### src/rtl/dmem_arbiter.sv
// dmem_arbiter: shares a single-ported data memory between the load/store
// unit (port 0) and the host/loader (port 1).
//   - Combinational round-robin grant, at most one access per cycle.
//   - Host burst lock: up to MAX_LOCK back-to-back port-1 grants, then one
//     forced port-0 slot while port 0 is waiting.
//   - Read data registered (1-cycle latency); rdata holds when rvalid is low.
//   - err pulses the cycle after any access with addr >= DEPTH; such writes
//     are suppressed and such reads return 0.
// Ports:
//   clk, rst_n                      clock, async active-low reset
//   pX_req/we/addr/wdata, p1_lock   requester side
//   pX_gnt                          combinational grant
//   pX_rvalid/rdata, err            registered responses
//   mem_we/raddr/waddr/wdata        memory drive (winner's access, else 0)
//   mem_rdata                       memory asynchronous read data
module dmem_arbiter #(
  parameter int unsigned DEPTH    = 1024,
  parameter int unsigned MAX_LOCK = 8
) (
  input  logic        clk,
  input  logic        rst_n,
  input  logic        p0_req,
  input  logic        p0_we,
  input  logic [31:0] p0_addr,
  input  logic [31:0] p0_wdata,
  input  logic        p1_req,
  input  logic        p1_we,
  input  logic [31:0] p1_addr,
  input  logic [31:0] p1_wdata,
  input  logic        p1_lock,
  output logic        p0_gnt,
  output logic        p1_gnt,
  output logic        p0_rvalid,
  output logic        p1_rvalid,
  output logic [31:0] p0_rdata,
  output logic [31:0] p1_rdata,
  output logic        err,
  output logic        mem_we,
  output logic [31:0] mem_raddr,
  output logic [31:0] mem_waddr,
  output logic [31:0] mem_wdata,
  input  logic [31:0] mem_rdata
);

  localparam logic [7:0]  MAX_LOCK_C = 8'(MAX_LOCK);
  localparam logic [31:0] DEPTH_C    = 32'(DEPTH);

  typedef enum logic {ARB, LOCKED} state_e;

  state_e      state_q, state_d;
  logic        last_q, last_d;        // last winner: 0 = port 0, 1 = port 1
  logic [7:0]  lock_cnt_q, lock_cnt_d;
  logic        p0_rvalid_q, p0_rvalid_d;
  logic        p1_rvalid_q, p1_rvalid_d;
  logic [31:0] p0_rdata_q, p0_rdata_d;
  logic [31:0] p1_rdata_q, p1_rdata_d;
  logic        err_q, err_d;

  logic        accept;
  logic        win_we;
  logic [31:0] win_addr;
  logic [31:0] win_wdata;
  logic        in_range;

  // Grant selection
  always_comb begin
    p0_gnt = 1'b0;
    p1_gnt = 1'b0;
    unique case (state_q)
      ARB: begin
        if (p0_req && p1_req) begin
          p0_gnt = last_q;
          p1_gnt = ~last_q;
        end else begin
          p0_gnt = p0_req;
          p1_gnt = p1_req;
        end
      end
      LOCKED: begin
        if (p1_req) begin
          // Port 1 keeps the memory until its lock budget is spent and
          // port 0 is actually waiting; then port 0 gets one slot.
          if ((lock_cnt_q < MAX_LOCK_C) || !p0_req) p1_gnt = 1'b1;
          else                                      p0_gnt = 1'b1;
        end else begin
          p0_gnt = p0_req;
        end
      end
      default: ;
    endcase
  end

  // Winner mux and memory drive
  always_comb begin
    accept    = p0_gnt | p1_gnt;
    win_we    = 1'b0;
    win_addr  = '0;
    win_wdata = '0;
    if (p0_gnt) begin
      win_we    = p0_we;
      win_addr  = p0_addr;
      win_wdata = p0_wdata;
    end else if (p1_gnt) begin
      win_we    = p1_we;
      win_addr  = p1_addr;
      win_wdata = p1_wdata;
    end
    in_range  = win_addr < DEPTH_C;
    mem_we    = accept & win_we & in_range;
    mem_raddr = win_addr;
    mem_waddr = win_addr;
    mem_wdata = win_wdata;
  end

  // Next-state: arbitration state, lock counter, last winner
  always_comb begin
    state_d    = state_q;
    lock_cnt_d = lock_cnt_q;
    last_d     = last_q;
    if (accept) last_d = p1_gnt;
    unique case (state_q)
      ARB: begin
        if (p1_gnt && p1_lock) begin
          state_d    = LOCKED;
          lock_cnt_d = 8'd1;
        end
      end
      LOCKED: begin
        if (!p1_req) begin
          state_d    = ARB;
          lock_cnt_d = '0;
        end else if (p1_gnt) begin
          if (p1_lock) begin
            lock_cnt_d = (lock_cnt_q >= MAX_LOCK_C) ? MAX_LOCK_C : lock_cnt_q + 8'd1;
          end else begin
            state_d    = ARB;
            lock_cnt_d = '0;
          end
        end else if (p0_gnt) begin
          lock_cnt_d = '0;
        end
      end
      default: ;
    endcase
  end

  // Response path
  always_comb begin
    p0_rvalid_d = p0_gnt & ~p0_we;
    p1_rvalid_d = p1_gnt & ~p1_we;
    p0_rdata_d  = p0_rdata_q;
    p1_rdata_d  = p1_rdata_q;
    if (p0_rvalid_d) p0_rdata_d = in_range ? mem_rdata : '0;
    if (p1_rvalid_d) p1_rdata_d = in_range ? mem_rdata : '0;
    err_d = accept & ~in_range;
  end

  always_ff @(posedge clk or negedge rst_n) begin
    if (!rst_n) begin
      state_q     <= ARB;
      last_q      <= 1'b1;
      lock_cnt_q  <= '0;
      p0_rvalid_q <= 1'b0;
      p1_rvalid_q <= 1'b0;
      p0_rdata_q  <= '0;
      p1_rdata_q  <= '0;
      err_q       <= 1'b0;
    end else begin
      state_q     <= state_d;
      last_q      <= last_d;
      lock_cnt_q  <= lock_cnt_d;
      p0_rvalid_q <= p0_rvalid_d;
      p1_rvalid_q <= p1_rvalid_d;
      p0_rdata_q  <= p0_rdata_d;
      p1_rdata_q  <= p1_rdata_d;
      err_q       <= err_d;
    end
  end

  assign p0_rvalid = p0_rvalid_q;
  assign p1_rvalid = p1_rvalid_q;
  assign p0_rdata  = p0_rdata_q;
  assign p1_rdata  = p1_rdata_q;
  assign err       = err_q;

endmodule
### config.mk
export PLATFORM = sky130hd
export DESIGN_NAME = dmem_arbiter
export DESIGN_NICKNAME = d
export VERILOG_FILES = /design/src/rtl/dmem_arbiter.sv
export SDC_FILE = /design/constraint.sdc
export NUM_CORES = 1
export LEC_CHECK = 0
export CAP_MARGIN = 10
export CORE_AREA = 3 3 130 132
export DETAILED_ROUTE_END_ITERATION = 8
export DIE_AREA = 0 0 133 135
export GPL_TIMING_DRIVEN = 0
export PLACE_DENSITY = 0.66
export SLEW_MARGIN = 20
export SYNTH_ARGS = -nofsm -noshare
export SYNTH_HDL_FRONTEND = slang
export SYNTH_SLANG_ARGS = --single-unit
### constraint.sdc
create_clock -name clk -period 2.63 [get_ports clk]
set_input_delay 0.3945 -clock clk [delete_from_list [all_inputs] [get_ports clk]]
set_output_delay 0.3945 -clock clk [all_outputs]
set_load 0.01 [all_outputs]
# --- After elaboration in Yosys (flattened, before gate mapping) ---
# Cells that the tools add are included.
totals:
  reg_bits: 77
  input_bits: 167
  out_inout_bits: 166
  word_cells: 57
op_classes:
  n_addsub: 1
  order_cmp: 3
  eq_ne: 2
  n_mux: 27
  n_bitwise: 11
  n_reduce_logical: 5
ops:
  columns: ["operator", "n"]
  rows:
  - ["32-bit 2-to-1 mux", 5]
  - ["8-bit 2-to-1 mux", 6]
  - ["32-bit by 11-bit less-than comparator with 1-bit output, second input constant", 1]
  - ["8-bit case mux with 2 select lines", 1]
  - ["1-bit 2-to-1 mux", 12]
  - ["8-bit by 1-bit adder with 8-bit output, second input constant", 1]
  - ["8-bit by 4-bit greater-or-equal comparator with 1-bit output, second input constant", 1]
  - ["8-bit by 4-bit less-than comparator with 1-bit output, second input constant", 1]
  - ["1-bit case mux with 2 select lines", 3]
  - ["1-bit AND", 5]
  - ["1-bit inverter", 5]
  - ["4-bit inequality test, second input constant", 1]
  - ["1-bit logical AND", 2]
  - ["2-bit inequality test, second input constant", 1]
  - ["2-bit AND reduction", 1]
  - ["1-bit zero test", 1]
  - ["1-bit logical OR", 1]
  - ["1-bit OR", 1]

# --- Longest topological paths before layout ---
# Gate-level depths: netlist of run 1.
logic_depth:
  ltp_word: 10
  mapped_depth: 9
  ltp_nobuf: 5

# --- Worst setup path before layout of run 1 ---
# No wires, ideal clock.
synth_path:
  path_type: "register -> output"
  startpoint: "register lock_cnt_q[5]"
  endpoint: "output port mem_waddr[12]"
  arrival_ns: 2.038
  required_ns: 2.236
  slack_ns: 0.198
  path_stages_with_launch: 10
  n_path_buf: 4
  path_cell_list: "dfrtp_1 -> or4_1 -> buf_2 -> o211ai_1 -> inv_2 -> clkbuf_1 -> clkbuf_1 -> nand2_1 -> nand2_1 -> buf_4"
synth_via:
  elab_chain_cells: 7
  elab_cells_between_ends: 10
  cone_classes: "1 x order compare; 8 x mux; 1 x reduce/logical"
synth_lines:
  columns: ["item", "line_no", "text"]
  rows:
  - ["from (decl)", "52", "logic [7:0] lock_cnt_q, lock_cnt_d;"]
  - ["from (signal assigned)", "171", "lock_cnt_q <= lock_cnt_d;"]
  - ["8-bit by 4-bit less-than comparator with 1-bit output *", "83", "if ((lock_cnt_q < MAX_LOCK_C) || !p0_req) p1_gnt = 1'b1;"]
  - ["1-bit logical OR *", "83", null]
  - ["1-bit 2-to-1 mux", "83", null]
  - ["1-bit 2-to-1 mux", "80", "if (p1_req) begin"]
  - ["1-bit case mux with 2 select lines", "69", "unique case (state_q)"]
  - ["32-bit 2-to-1 mux", "103", "end else if (p1_gnt) begin"]
  - ["32-bit 2-to-1 mux *", "99", "if (p0_gnt) begin"]
  - ["to (decl)", "40", "output logic [31:0] mem_waddr,"]
# Every way passes the cells marked *; elsewhere a longest branch is shown, timed or not.

# --- Final worst setup path of run 1 ---
layout_path:
  startpoint: "input port p1_addr[29]"
  endpoint: "output port mem_we"
layout_via:
  elab_chain_cells: 4
layout_lines:
  columns: ["item", "line_no", "text"]
  rows:
  - ["from (decl)", "28", "input logic [31:0] p1_addr,"]
  - ["32-bit 2-to-1 mux", "103", null]
  - ["32-bit 2-to-1 mux", "99", null]
  - ["32-bit by 11-bit less-than comparator with 1-bit output", "108", "in_range = win_addr < DEPTH_C;"]
  - ["1-bit AND", "109", "mem_we = accept & win_we & in_range;"]
  - ["to (decl)", "38", "output logic mem_we,"]
# Every way passes these cells.

==> results.toml, run 1 <==
[timing]
maxSlewViolCount = 0
whs_ps = 24.1
timing.fmax_mhz = 348
slew_headroom_pct = 46.8
finalSetupViolations = 90
period_share_pct = 109
rsz0062_at_grt = "yes"
setup_ws_ps = -244
hold_viol = 0
min_period_ps = 2870
clock_skew_ps = 8.81
worst_slew_pin_slew_ps = 798

[placed_design]
io_buffers = 332
pre_cts_slack_ps = -949
gp_congestion = 0.892
dp_hpwl_um = 14700

[die]
dieArea_mm2 = 0.0180
die_x_um = 133
io_pins = 333
fp-row-count = 46
die_h_um = 135
coreArea_mm2 = 0.0158
initial_core_util_pct = 26.6

[synthesis]
postSynthCellCount = 467
syn_area_per_cell_um2 = 9.02
yosysSeqAreaShare_pct = 45.8
synth_cell_types = 38
syn_nets = 636
synth_top_area_share_pct = 45.2
async_flop_share_pct = 100
synth_edf_count = 0
yosys-top-cells-area = "dfrtp_1 (45%), nand2_1 (12%), nand3_1 (7.7%)"
yosysWarningCount = 0
ys_ff_latch = 77
syn-cell-area_mm2 = 0.00421
yosysTopAreaCell = "dfrtp_1"
dominantRegCellSynth = "dfrtp_1"

[critical_path]
critical_path_cell_count = 6
end_kind = "primary output"
slowest_stage = "clkdlybuf4s50_1"
reg2reg_from = "lock_cnt_q[3]"
crit_buf_inv = 2
slowest_delay_ps = 500
cp.required_ps = 2240
crit_arrival_ps = 2480
cp-start-kind = "primary input"
crit_chain = "clkdlybuf4s50_1, nor4_1, nand4_1, or2_2, a221oi_1, buf_2"
path_class = "in -> out"
cp_max_fo = 2
r2r.worst_path.cells = 6
critPathTopFamily = "simple AND/OR/NAND/NOR gates"
startpoint = "p1_addr[29]"

[power]
p_leak_nw = 4.23
total_power_w = 0.00395
power_density_mw_per_mm2 = 436
ir_worst_vdd_mv = 0.334

[route]
wirelength_um = 19300
first_iter_violations = 224
post_drt_wl_per_cell_um = 18.3
drtPass1Iterations = 5
vias = 4913
remaining_drc_errors = 0
vias_per_cell = 4.66
ant_nets = 0

[finish]
num-nets-final = 1003
area_growth_pct = 115
layout-drive-gt1-share_pct = 37.3
diodes = 0
fill_cells = 1368

[clock_tree]
clk_pin_slew_ps = 60
clock_latency_ps = 330
h-tree-depth = 3
cts_tree = "yes"
cts_root_buffer = "clkbuf_16"
holdBufCountCts = 0
cts_made_buffers = 9
clk_path_buf_depth = 2
cts_sinks = 77

[grt]
grt_pass1_vias = 4877
antenna_found_initial = 2
grt_overflow = 0
grt.total_usage_pct = 19.5
grt_pass1_wl_um = 27400
grt_max_degree = 43

[status]
status = "finished with violations"
violations = "setup timing"

[worst_hold_path]
hold_class = "in -> async"

[flow_run]
max_cap_violations = 0
==> power breakdown <==
| part | total (W) | internal (W) | switching (W) | leakage (nW) |
|---|---|---|---|---|
| clock network | 0.00134 | 0.000842 | 0.000500 | 0.151 |
| registers | 0.00121 | 0.00120 | 0.0000105 | 1.06 |
| logic | 0.00140 | 0.000784 | 0.000614 | 3.02 |
==> through the flow <==
step           TNS, ps  area, µm²  util [%]  instances
2_1_floorplan        0       4210         -        467
3_3_place_gp   -208040       7800      49.3       1015
3_5_place_dp    -85870       7820      49.4       1016
4_1_cts         -14670       8340      52.7       1046
5_1_grt         -20230       9060      57.3       1055
6_report         -9090       9060      57.3       1055
==> per-layer routing <==
metal  share of wire, %  wire length (µm)  up-vias  GRT usage [%]
li1                   -                 -     2342              -
met5               0.13                26        -              0
met1                 41              7960     2355           25.3
met2                 51              9900      181           33.3
met4                1.5               299        4           4.10
met3                5.9              1130       31           4.36
==> final timing paths <==
kind / end / slack [ps]
setup / recovery: mem_we / -240
hold / removal: p1_rdata[18] / 20
setup reg to reg: p0_rdata[7] / 300
hold reg to reg: lock_cnt_q[6] / 490
max in group asynchronous: last_q / 1970
min in group clk: lock_cnt_q[6] / 490
==> registers in the layout, summed over array words and instances, names as in the netlist <==
| name | flops |
|---|---|
| p0_rdata | 32 |
| lock_cnt_q | 8 |
| p1_rdata | 32 |
| state_q | 1 |
| last_q | 1 |
| err | 1 |
| p0_rvalid | 1 |
| p1_rvalid | 1 |
==> layout make-up <==
| class | instances | area, µm² | share of cell area (%) |
|---|---|---|---|
| buffer | 67 | 656 | 7.23 |
| clock buffer | 10 | 229 | 2.53 |
| clock inverter | 6 | 95.1 | 1.05 |
| inverter | 9 | 43.8 | 0.483 |
| multi-input combinational | 313 | 2290 | 25.3 |
| sequential | 77 | 1930 | 21.3 |
| tap | 216 | 270 | 2.98 |
| timing repair buffer | 357 | 3550 | 39.2 |
==> synth_stat cells, types with 3 or more instances <==
cell,instances
and2_1,3
nand2_1,136
buf_4,32
buf_6,7
buf_2,8
nand3_1,65
nor4_1,11
a22o_2,30
clkbuf_1,20
dfrtp_1,76
nor2_1,5
a22o_1,36
inv_1,7
nand2b_1,3
==> cell families after synthesis <==
logic type / count (synthesis) / synth area share (%)
simple gates: 231 / 24.5
compound gates: 77 / 17.0
buf+inv: 77 / 11.4
flops: 77 / 45.8
mux: 2 / 0.475
fa+ha+maj: 2 / 0.594
xor+xnor: 1 / 0.208
==> cells in the final DEF (no fill, tap or decap), drive strengths merged, types with 2 or more instances in the layout <==
master,netlist,routed
clkdlybuf4s50,0,231
buf,47,167
nand2,136,136
dfrtp,76,76
a22o,66,66
nand3,65,65
clkbuf,21,33
nor4,12,12
inv,9,11
nor2,5,5
and2,4,4
nand2b,3,3
dlygate4sd2,0,3
a22oi,2,2
mux2i,2,2
ha,2,2
clkinvlp,0,2
bufinv,0,2
==> what timing repair did <==
item,CTS,global route
buffers inserted,9,7
setup endpoints to repair,129,129
resized for setup,501,169
cloned,5,4
endpoints found under the hold margin,0,0
pin swaps,33,45
Note: power is estimated with default switching activity, not from simulation.
==> run 2, diff against run 1 <==
==> constraint.sdc (replaced) <==
create_clock -name clk -period 3.08 [get_ports clk]
set_input_delay 0.462 -clock clk [delete_from_list [all_inputs] [get_ports clk]]
set_output_delay 0.462 -clock clk [all_outputs]
set_load 0.01 [all_outputs]
==> run 2 against run 1 <==
The flow now finishes without violations. Worst setup slack improved by 350 ps. Clock power decreased by 14%. Via count decreased by 3.6%. Highest routed layer unchanged. Clock skew decreased by 1.3 ps. Non-clock buffer count decreased by 13. Register-to-register slack improved by 190 ps. Sequential share of layout area increased by 2.6 points. Sequential cell count unchanged.
==> results.toml, run 2 (synthesized netlist as in run 1, its figures left out) <==
[status]
status = "finished, final reports clean"

[clock_tree]
clock_latency_ps = 330
cts_made_buffers = 9
clk_pin_slew_ps = 60
clk_path_buf_depth = 2
cts_sinks = 77
cts_root_buffer = "clkbuf_16"
h-tree-depth = 3
holdBufCountCts = 0
cts_tree = "yes"

[timing]
clock_skew_ps = 7.50
min_period_ps = 2970
hold_viol = 0
timing.fmax_mhz = 336
maxSlewViolCount = 0
rsz0062_at_grt = "yes"
slew_headroom_pct = 32.3
finalSetupViolations = 0
whs_ps = 91.7
setup_ws_ps = 106
worst_slew_pin_slew_ps = 1010
period_share_pct = 96.5

[finish]
instances_no_fill = 1042
diodes = 0
fin_area_mm2 = 0.00808
area_growth_pct = 91.9
layout_common_cells = "clkdlybuf4s50_1 (233), nand2_1 (124), dfrtp_1 (76)"
num-nets-final = 990
layout-drive-gt1-share_pct = 24.0
final_common_cell = "clkdlybuf4s50_1"

[placed_design]
io_buffers = 332
dp_hpwl_um = 14700
place_inst = 1016
pre_cts_slack_ps = -634
place_area_mm2 = 0.00782
gp_congestion = 0.892

[critical_path]
cp-start-kind = "flip-flop"
crit_arrival_ps = 2510
reg2reg_from = "last_q"
end_kind = "primary output"
timing.rr.end = "p0_rdata[9]"
cp.required_ps = 2620
path_class = "reg -> out"
cp_max_fo = 10
r2r.worst_path.cells = 5
rrSetupSlack_ps = 490

[grt]
grt_max_degree = 43
grt_overflow = 0
grt_pass1_wl_um = 26800
grt_pass1_vias = 4765
grt.total_usage_pct = 19.0
antenna_found_initial = 2

[route]
vias = 4738
remaining_drc_errors = 0
ant_nets = 0
vias_per_cell = 4.55
first_iter_violations = 243
post_drt_wl_per_cell_um = 17.4
wirelength_um = 18200
drtPass1Iterations = 4

[die]
fp-row-count = 46
dieArea_mm2 = 0.0180
coreArea_mm2 = 0.0158
die_h_um = 135
io_pins = 333
die_x_um = 133
initial_core_util_pct = 26.6

[power]
p_leak_nw = 3.89
power_density_mw_per_mm2 = 384
ir_worst_vdd_mv = 0.285

[worst_hold_path]
hold_class = "in -> async"

[flow_run]
max_cap_violations = 0
[run 2: power breakdown]
part / total, W / switching, W / internal (W) / leakage (nW)
clock network: 0.00115 / 0.000427 / 0.000719 / 0.151
logic: 0.000921 / 0.000428 / 0.000493 / 2.68
registers: 0.00103 / 0.00000897 / 0.00103 / 1.06
total: 0.00310 / 0.000864 / 0.00224 / 3.89
[run 2: repair_timing]
item                       4_1_cts  5_1_grt
cloned                           1        0
gates resized for setup        155      144
pin swaps                        6       15
buffers inserted                 7        2
setup endpoints to repair       98       95
[run 2: worst max path at each step]
stage / cells past startpoint / from / to
after floorplan: 9 / lock_cnt_q[5] / mem_waddr[12]
after global placement: 1 / rst_n / lock_cnt_q[2]
after detailed placement: 10 / p1_req / mem_waddr[23]
after CTS: 11 / lock_cnt_q[5] / mem_waddr[29]
after global routing: 10 / lock_cnt_q[3] / mem_waddr[5]
final: 10 / lock_cnt_q[3] / mem_waddr[5]
[run 2: layout make-up]
class,instances,area (µm²)
sequential,77,1930
clock buffer,10,229
buffer,68,548
clock inverter,6,95.1
fill,1507,7740
multi-input combinational,313,1860
inverter,9,38.8
timing repair buffer,343,3120
tap,216,270
[run 2: layer usage]
layer	part of all wire [%]	vias up	track usage, %	wire [µm]
met5	0.14	-	0	26
met4	1.0	4	4.39	190
met3	6.3	19	4.58	1150
met2	50	178	31.9	9080
met1	43	2219	24.9	7730
li1	-	2318	-	-
[run 2: worst max-delay path, cell delays in order, from the launching register on]
cell             delay, ps
dfrtp_1                390
or4_4                  510
buf_6                  130
o211ai_1               210
buf_4                  180
buf_8                  130
buf_6                  140
nand3_1                 80
nand2_1                100
buf_4                  100
clkdlybuf4s15_1        220
[run 2: metrics by stage]
step	TNS (ps)	util (%)	power (W)
floorplan	0	-	0.00141
global placement	-135990	49.3	0.00202
detailed placement	-43390	49.4	0.00203
CTS	-4.58	51.8	0.00313
global route	-65.1	51.1	0.00324
finish	0	51.1	0.00310
